File: src/rtl/pll_lock_supervisor.sv
// pll_lock_supervisor
//   Fabric-side supervisor for the PLL_148M5 instance. Pulses the PLL reset,
//   waits for lock with a timeout and a limited number of retries, requires
//   lock to hold for LOCK_STABLE cycles before releasing the downstream reset,
//   counts lock losses, and applies runtime output-divider/duty changes through
//   a cfg_req/cfg_ack handshake. Runs on the 50 MHz board reference because
//   the PLL outputs cannot be trusted before lock.
//
// Ports
//   clkin1        in   50 MHz reference clock (only clock)
//   pll_rst_in    in   asynchronous active-high block reset
//   pll_lock      in   PLL lock, asynchronous to clkin1
//   cfg_req       in   level request; held high by the requester until cfg_ack
//   cfg_odiv0     in   [9:0] requested output divider
//   cfg_duty0     in   [9:0] requested duty setting
//   cfg_ack       out  one-cycle pulse when a requested config reaches RUN
//   pll_rst       out  active-high reset to the PLL
//   dyn_odiv0     out  [9:0] dynamic divider to the PLL
//   dyn_duty0     out  [9:0] dynamic duty to the PLL
//   user_rst      out  active-high reset to downstream logic
//   locked        out  high only in RUN
//   fault         out  high only in FAULT
//   retry_cnt     out  [1:0] lock timeouts since the last RUN (MAX_RETRIES <= 3)
//   lock_loss_cnt out  [7:0] lock losses seen in RUN, saturating at 255

module pll_lock_supervisor #(
    parameter int unsigned RST_HOLD_CYCLES = 10,
    parameter int unsigned LOCK_TIMEOUT    = 50000,
    parameter int unsigned LOCK_STABLE     = 1024,
    parameter int unsigned MAX_RETRIES     = 3,
    parameter int unsigned ODIV0_INIT      = 100,
    parameter int unsigned DUTY0_INIT      = 100
) (
    input  logic       clkin1,
    input  logic       pll_rst_in,
    input  logic       pll_lock,
    input  logic       cfg_req,
    input  logic [9:0] cfg_odiv0,
    input  logic [9:0] cfg_duty0,
    output logic       cfg_ack,
    output logic       pll_rst,
    output logic [9:0] dyn_odiv0,
    output logic [9:0] dyn_duty0,
    output logic       user_rst,
    output logic       locked,
    output logic       fault,
    output logic [1:0] retry_cnt,
    output logic [7:0] lock_loss_cnt
);

    // One shared cycle counter serves the reset hold, lock timeout and
    // stability window; it is sized for the largest of the three.
    localparam int unsigned CNT_A   = (RST_HOLD_CYCLES > LOCK_TIMEOUT) ? RST_HOLD_CYCLES : LOCK_TIMEOUT;
    localparam int unsigned CNT_MAX = (CNT_A > LOCK_STABLE) ? CNT_A : LOCK_STABLE;
    localparam int unsigned CW      = $clog2(CNT_MAX + 1);

    localparam logic [CW-1:0] HOLD_LAST    = CW'(RST_HOLD_CYCLES - 1);
    localparam logic [CW-1:0] TIMEOUT_LAST = CW'(LOCK_TIMEOUT - 1);
    localparam logic [CW-1:0] STABLE_LAST  = CW'(LOCK_STABLE - 1);

    typedef enum logic [2:0] {
        RESET_HOLD,
        WAIT_LOCK,
        STABLE,
        RUN,
        FAULT
    } state_t;

    state_t        state;
    logic [CW-1:0] cnt;
    logic [1:0]    lock_sync;
    logic          lock_s;
    logic          pending;
    logic          ack_arm;

    // Two-flop synchronizer for the asynchronous lock indication.
    always_ff @(posedge clkin1 or posedge pll_rst_in) begin
        if (pll_rst_in) begin
            lock_sync <= '0;
        end else begin
            lock_sync <= {lock_sync[0], pll_lock};
        end
    end

    assign lock_s = lock_sync[1];

    always_ff @(posedge clkin1 or posedge pll_rst_in) begin
        if (pll_rst_in) begin
            state         <= RESET_HOLD;
            cnt           <= '0;
            pending       <= 1'b0;
            ack_arm       <= 1'b0;
            cfg_ack       <= 1'b0;
            pll_rst       <= 1'b1;
            user_rst      <= 1'b1;
            locked        <= 1'b0;
            fault         <= 1'b0;
            retry_cnt     <= '0;
            lock_loss_cnt <= '0;
            dyn_odiv0     <= 10'(ODIV0_INIT);
            dyn_duty0     <= 10'(DUTY0_INIT);
        end else begin
            // Outputs follow the state held during this cycle, so every
            // output change lands one cycle after the transition causing it.
            pll_rst  <= (state == RESET_HOLD) || (state == FAULT);
            user_rst <= (state != RUN);
            locked   <= (state == RUN);
            fault    <= (state == FAULT);
            // ack_arm is set on the RUN entry edge; delaying it once more
            // makes cfg_ack rise together with locked.
            cfg_ack  <= ack_arm;
            ack_arm  <= 1'b0;

            case (state)
                RESET_HOLD: begin
                    if (cnt == HOLD_LAST) begin
                        state <= WAIT_LOCK;
                        cnt   <= '0;
                    end else begin
                        cnt <= cnt + 1'b1;
                    end
                end

                WAIT_LOCK: begin
                    // Lock takes priority over a coincident timeout.
                    if (lock_s) begin
                        state <= STABLE;
                        cnt   <= '0;
                    end else if (cnt == TIMEOUT_LAST) begin
                        cnt       <= '0;
                        retry_cnt <= retry_cnt + 1'b1;
                        if (32'(retry_cnt) + 32'd1 == MAX_RETRIES) begin
                            state <= FAULT;
                        end else begin
                            state <= RESET_HOLD;
                        end
                    end else begin
                        cnt <= cnt + 1'b1;
                    end
                end

                STABLE: begin
                    // A dropout restarts the lock wait without costing a
                    // retry; a pending configuration stays pending.
                    if (!lock_s) begin
                        state <= WAIT_LOCK;
                        cnt   <= '0;
                    end else if (cnt == STABLE_LAST) begin
                        state     <= RUN;
                        cnt       <= '0;
                        retry_cnt <= '0;
                        ack_arm   <= pending;
                        pending   <= 1'b0;
                    end else begin
                        cnt <= cnt + 1'b1;
                    end
                end

                RUN: begin
                    if (!lock_s) begin
                        state <= WAIT_LOCK;
                        cnt   <= '0;
                        if (lock_loss_cnt != '1) begin
                            lock_loss_cnt <= lock_loss_cnt + 1'b1;
                        end
                    end else if (cfg_req && !ack_arm && !cfg_ack) begin
                        // The requester still holds cfg_req while the ack for
                        // its own request is in flight; those cycles must not
                        // start a second reconfiguration.
                        dyn_odiv0 <= cfg_odiv0;
                        dyn_duty0 <= cfg_duty0;
                        pending   <= 1'b1;
                        state     <= RESET_HOLD;
                        cnt       <= '0;
                    end
                end

                FAULT: begin
                    if (cfg_req) begin
                        dyn_odiv0 <= cfg_odiv0;
                        dyn_duty0 <= cfg_duty0;
                        retry_cnt <= '0;
                        pending   <= 1'b1;
                        state     <= RESET_HOLD;
                        cnt       <= '0;
                    end
                end

                default: begin
                    state <= RESET_HOLD;
                    cnt   <= '0;
                end
            endcase
        end
    end

endmodule

File: config.mk
export PLATFORM = sky130hd
export DESIGN_NAME = pll_lock_supervisor
export DESIGN_NICKNAME = d
export VERILOG_FILES = /design/src/rtl/pll_lock_supervisor.sv
export SDC_FILE = /design/constraint.sdc
export NUM_CORES = 1
export LEC_CHECK = 0
export CORE_ASPECT_RATIO = 1.5
export CORE_MARGIN = 5
export CORE_UTILIZATION = 40
export DETAILED_ROUTE_END_ITERATION = 7
export PLACE_DENSITY_LB_ADDON = 0.12
export SYNTH_ARGS = -nofsm -noshare
export SYNTH_HDL_FRONTEND = slang
export SYNTH_SLANG_ARGS = --single-unit
File: constraint.sdc
create_clock -name clkin1 -period 3.91 [get_ports clkin1]
set_input_delay 0.5865 -clock clkin1 [delete_from_list [all_inputs] [get_ports clkin1]]
set_output_delay 0.5865 -clock clkin1 [all_outputs]
set_load 0.005 [all_outputs]
; Word level (Yosys, flattened, before mapping)
; Cells that the tools add are included.
[word_totals]
input_bits = 24
regBits = 58
output_inout_bits = 35
wordCells = 97
[op_classes]
n_mux = 42
n_addsub = 4
eq_ne = 21
bitwise = 1
n_reduce_logical = 15
[ops]
columns = cell, n
row1 = 16-bit 2-to-1 mux, 8
row2 = 16-bit one-hot mux with 5 select lines, 1
row3 = 10-bit 2-to-1 mux, 6
row4 = 10-bit one-hot mux with 2 select lines, 2
row5 = 3-bit 2-to-1 mux, 9
row6 = "16-bit by 1-bit adder with 16-bit output, second input constant", 1
row7 = "16-bit by 10-bit equality test with 1-bit output, second input constant", 1
row8 = "16-bit equality test, second input constant", 1
row9 = "16-bit by 4-bit equality test with 1-bit output, second input constant", 1
row10 = 3-bit one-hot mux with 5 select lines, 1
row11 = "2-bit inequality test, second input constant", 6
row12 = 6-bit AND reduction, 2
row13 = 2-bit 2-to-1 mux, 5
row14 = "3-bit by 2-bit equality test with 1-bit output, second input constant", 3
row15 = "8-bit by 1-bit adder with 8-bit output, second input constant", 1
row16 = 1-bit 2-to-1 mux, 8
row17 = "8-bit inequality test, second input constant", 1
row18 = "3-bit by 2-bit inequality test with 1-bit output, second input constant", 2
row19 = "3-bit inequality test, second input constant", 2
row20 = 2-bit one-hot mux with 3 select lines, 1
row21 = 3-bit nonzero test, 2
row22 = 5-bit AND reduction, 1
row23 = "2-bit by 1-bit inequality test with 1-bit output, second input constant", 2
row24 = 4-bit AND reduction, 1
row25 = other kinds (13), 15

; Depth between registers and ports, before layout
[depth]
depth_word = 6
mapped_depth = 8
ltp_nobuf = 7

; Worst setup path after synthesis
; OpenSTA, ideal clock, no wires.
[synth_path]
path_kind = input to register
from = in cfg_req
to = reg cnt[6]
setup_ns = 0.133
setup_slack_ns = 1.749
path_stages = 6
required_ns = 3.777
path_buffers = 1
t_arrival_ns = 2.028
cell_sequence = or3b_2 > a21oi_1 > o21ai_1 > nor2_2 > buf_4 > o22ai_1
[synth_via]
elab_chain_len = 4
elab_cells_between_ends = 5
classes_between = eq/ne (2) / reduce/logical (3)
[synth_lines]
columns = item, line_no
row1 = from (decl), 37  ; input logic cfg_req,
row2 = 1-bit logical AND (2 in a row), 166  ; end else if (cfg_req && !ack_arm && !cfg_ack) begin
row3 = 3-bit by 2-bit inequality test with 1-bit output (no source line), n/a
row4 = 2-bit AND reduction (no source line) *, n/a
row5 = to (signal assigned), 120  ; cnt <= cnt + 1'b1;
row6 = to (signal assigned), 138  ; cnt <= cnt + 1'b1;
row7 = to (signal assigned), 155  ; cnt <= cnt + 1'b1;
row8 = to (decl), 70  ; logic [CW-1:0] cnt;
; Mark *: on every way between the ends. The rest lies on a longest branch, timed or not.
; A chain may end at the register's enable or synchronous reset.

; Worst setup path in the final report
[layout_path]
from = in cfg_req
to = reg state[2]
[layout_via]
elab_chain_len = 4
elab_cells_between_ends = 5
classes_between = eq/ne (2) / reduce/logical (3)
[layout_lines]
columns = item, line_no
row1 = 1-bit logical AND (2 in a row), 166
row2 = 3-bit by 2-bit inequality test with 1-bit output (no source line), n/a
row3 = 5-bit AND reduction (no source line) *, n/a
row4 = to (signal assigned), 161  ; state <= WAIT_LOCK;
row5 = to (signal assigned), 173  ; state <= RESET_HOLD;
row6 = to (signal assigned), 184  ; state <= RESET_HOLD;
row7 = to (decl), 69  ; state_t state;
; Marked as above.

==> metrics.md <==
| Metric | Value |
|---|---|
| Mapped Nets | 259 |
| Mean Syn Cell Area | 11.6 um^2 |
| TNS Setup | 0 ns |
| Fin Clk Skew | 0.00914 ns |
| DRC Markers | 0 |
| Flop-to-flop setup slack | 1.33 ns |
| Max_slew headroom | 34.0% |
| PostCTS Resize Cnt | 0 |
| Total number of vias | 1980 |
| Setup WS post-layout | 1.06 ns |
| Setup slack at placement | 0.679 ns |
| Highest Clock Rate | 351 MHz |
| # clock sinks | 58 |
| Maximum VDD drop | 351 uV |
| Site row count | 36 |
| H-tree depth | 3 |
| Antenna viol nets, final | 0 |
| PD cells | 637 nW/um^2 |
| FF-to-FF path depth | 5 |
| Post-synth EDFFs | 0 |
| N_diodes | 0 |
| Sequential-to-total area share from yosys stat | 54.4% |
| Worst-path fanout max | 13 |
| LEAKAGE | 1.51 nW |
| IO Pins | 59 |
| Slowest stage cell on the critical path | clkdlybuf4s50_1 |
| Hold Vio Cnt, Final | 0 |
| Kind of critical path | input port to flop |
| CTS Buf Count | 9 |
| Post-layout net count | 324 |
| Max Cap Viol | 0 |
| Fillcell total | 583 |
| Design Power | 2.27 mW |
| Post-synth ARST share | 100% |
| WP buf/inv | 1 |
| Core ar. | 6530 um^2 |
| DR iter-0 viols | 106 |
| Worst hold path class | flop to flop |
| Actual slew at the worst max-slew pin | 0.991 ns |
| Ys Warns | 0 |
| DRT Pass-1 Iters | 4 |
| WL/cell | 16.0 um |
| Via density | 5.25 |
| Worst-path cell chain | clkdlybuf4s50_1 > or3b_2 > a21oi_1 > o21ai_1 > nor2_2 > a31o_2 |
| Clk pin slew, worst setup/hold paths | 0.07 ns |
| Slew Viols, Final | 0 |
| Total gr overflow | 0 |
| First-pass GRT wire length | 9.97 mm |
| WL final | 6.05 mm |
| Worst Setup EP | state[2] |
| Syn-to-layout area delta | 32.5% |
| Met1 wire length | 2.36 mm |
| Synth Cell Area | 2690 um^2 |
| Worst-Skew Late Latency | 0.34 ns |
| Die Height | 110 um |
| Share of cells above drive strength 1 | 18.6% |
| Worst Setup SP | cfg_req |
| Initial antenna violation count | 0 |
| Routability cong. | 0.773 |
| CTS tree | done |
| Die ar. | 8490 um^2 |
| Final worst-path cycle share | 72.8% |
| Crit path DAT | 3.13 ns |
| Tmin final | 2.85 ns |
| Met2 routed WL | 3.29 mm |
| Setup Fix Bufs, Post-CTS | 0 |
| Synth cell types | 46 |
| Final setup violation count | 0 |
| Initial Util | 41.1% |
| Top layer used by detailed routing | met4 |
| Primary FF master, synth | dfrtp_1 |
| Synth Register Bits | 58 |
| Hold_ws | 0.351 ns |
| Delay-heaviest family, CP | compound AO/OA/AOI/OAI gates |
| Largest stage delay, worst path | 0.53 ns |
| Wire length on met3 | 246 um |
| Reg-to-reg endpoint | state[2] |
| Critical Path RT | 4.19 ns |
| Mapped Cells | 231 |
| Max Root-Sink Buffers | 2 |
| RSZ-0062 raised after global routing | false |
| Reg-to-Reg Start | cnt[10] |
| Maximum number of pins on one net before global-route repair | 37 |
| Hold buffers post-CTS | 0 |
| Detailed Place HPWL | 4.34 mm |
| Post-Layout Cell Count | 377 |
| Vias in the first global route | 2135 |
| Stages on the worst setup path | 6 |
| Global-route usage over all layers | 15.3% |
| Setup crit start kind | input port |
| Status | completed |
| Post-placement cell count | 361 |
| Setup crit end kind | flop |
| PortBufs | 58 |
| Root Buffer | clkbuf_8 |
| Die width | 76.9 um |
==> worst min path at each step <==
stage          slack, ns          from            to  cells past startpoint
6_report            0.35  lock_sync[0]  lock_sync[1]                      0
5_1_grt             0.36  lock_sync[0]  lock_sync[1]                      0
4_1_cts             0.35  lock_sync[0]  lock_sync[1]                      0
3_5_place_dp        0.34  lock_sync[0]  lock_sync[1]                      0
3_3_place_gp        0.33  lock_sync[0]  lock_sync[1]                      0
2_1_floorplan       0.33  lock_sync[0]  lock_sync[1]                      0
==> Yosys cell counts, types with 2 or more instances <==
cell type  number  area share, %
inv_1           7           0.98
or4bb_1         2           0.84
o22ai_1         3           0.70
nor3_1          3           0.56
and3_1          4           0.93
o221ai_1        2           0.65
o21ai_1         2           0.37
xor2_1         11            3.6
a211oi_1        3           0.84
ha_1            4            1.9
o31ai_1         3           0.84
or3_1           2           0.47
and4_1          3           0.98
o21ai_0         5           0.93
and2_1          2           0.47
nand4_1        10            2.3
dfrtp_1        50             47
dfstp_2         8            7.8
o41ai_1         2           0.65
nor4_4          2            1.6
clkbuf_1        3           0.42
nand2b_1        4           0.93
a21oi_1         5           0.93
buf_2           3           0.56
nand3_1         6            1.1
nand3b_1        3           0.84
nand2_1        12            1.7
xnor2_1         5            1.6
nor2_1         21            2.9
mux2_2         21            8.8
or3b_2          3           0.98
a21o_1          2           0.56
or4_1           2           0.56
==> sequential cells by signal (all words and copies together), names as in the netlist <==
register and flops:
cnt 16, dyn_duty0 10, dyn_odiv0 10, lock_loss_cnt 8, state 3, lock_sync 2
retry_cnt 2, ack_arm 1, cfg_ack 1, fault 1, locked 1, pending 1
pll_rst 1, user_rst 1
==> stage by stage <==
step / utilization [%] / cell area [um^2]
2_1_floorplan: - / 2690
3_3_place_gp: 51.3 / 3350
3_5_place_dp: 51.3 / 3350
4_1_cts: 54.5 / 3560
5_1_grt: 54.5 / 3560
6_report: 54.5 / 3560
==> routing by layer <==
| layer | vias up | GRT usage (%) |
|---|---|---|
| met5 | - | 0 |
| met4 | 0 | 9.00 |
| met3 | 9 | 4.15 |
| met2 | 36 | 27.3 |
| met1 | 965 | 16.2 |
| li1 | 970 | - |
==> power breakdown <==
part	internal, mW	switching, mW	leakage (nW)
logic	0.453	0.292	0.675
clock network	0.346	0.231	0.107
registers	0.797	0.146	0.732
==> area by class of cell <==
class	instances	area, um^2	share of cell area, %
clock buffer	14	173	4.85
clock inverter	2	35.0	0.985
inverter	7	26.3	0.738
multi-input combinational	159	1160	32.7
sequential	58	1460	41.1
tap	76	95.1	2.67
timing repair buffer	61	603	16.9
==> cells by family after synthesis <==
| family | share of synthesized area [%] |
|---|---|
| flops | 54.4 |
| mux | 8.80 |
| buf+inv | 2.24 |
| xor+xnor | 5.22 |
| compound gates | 8.34 |
| simple gates | 19.1 |
| fa+ha+maj | 1.86 |
==> placed cells by master (no fill, tap or decap), types with 4 or more instances in the layout <==
| cell type | synthesis | final |
|---|---|---|
| mux2_2 | 21 | 21 |
| and3_1 | 4 | 4 |
| dfrtp_1 | 50 | 50 |
| a21oi_1 | 5 | 5 |
| nand2b_1 | 4 | 4 |
| nor2_1 | 21 | 21 |
| xnor2_1 | 5 | 5 |
| nand2_1 | 12 | 12 |
| inv_1 | 7 | 6 |
| clkdlybuf4s50_1 | 0 | 58 |
| dfstp_2 | 8 | 8 |
| xor2_1 | 11 | 11 |
| ha_1 | 4 | 4 |
| clkbuf_8 | 0 | 12 |
| nand3_1 | 6 | 6 |
| nand4_1 | 10 | 10 |
| o21ai_0 | 5 | 5 |
(Power assumes the default switching activity.)
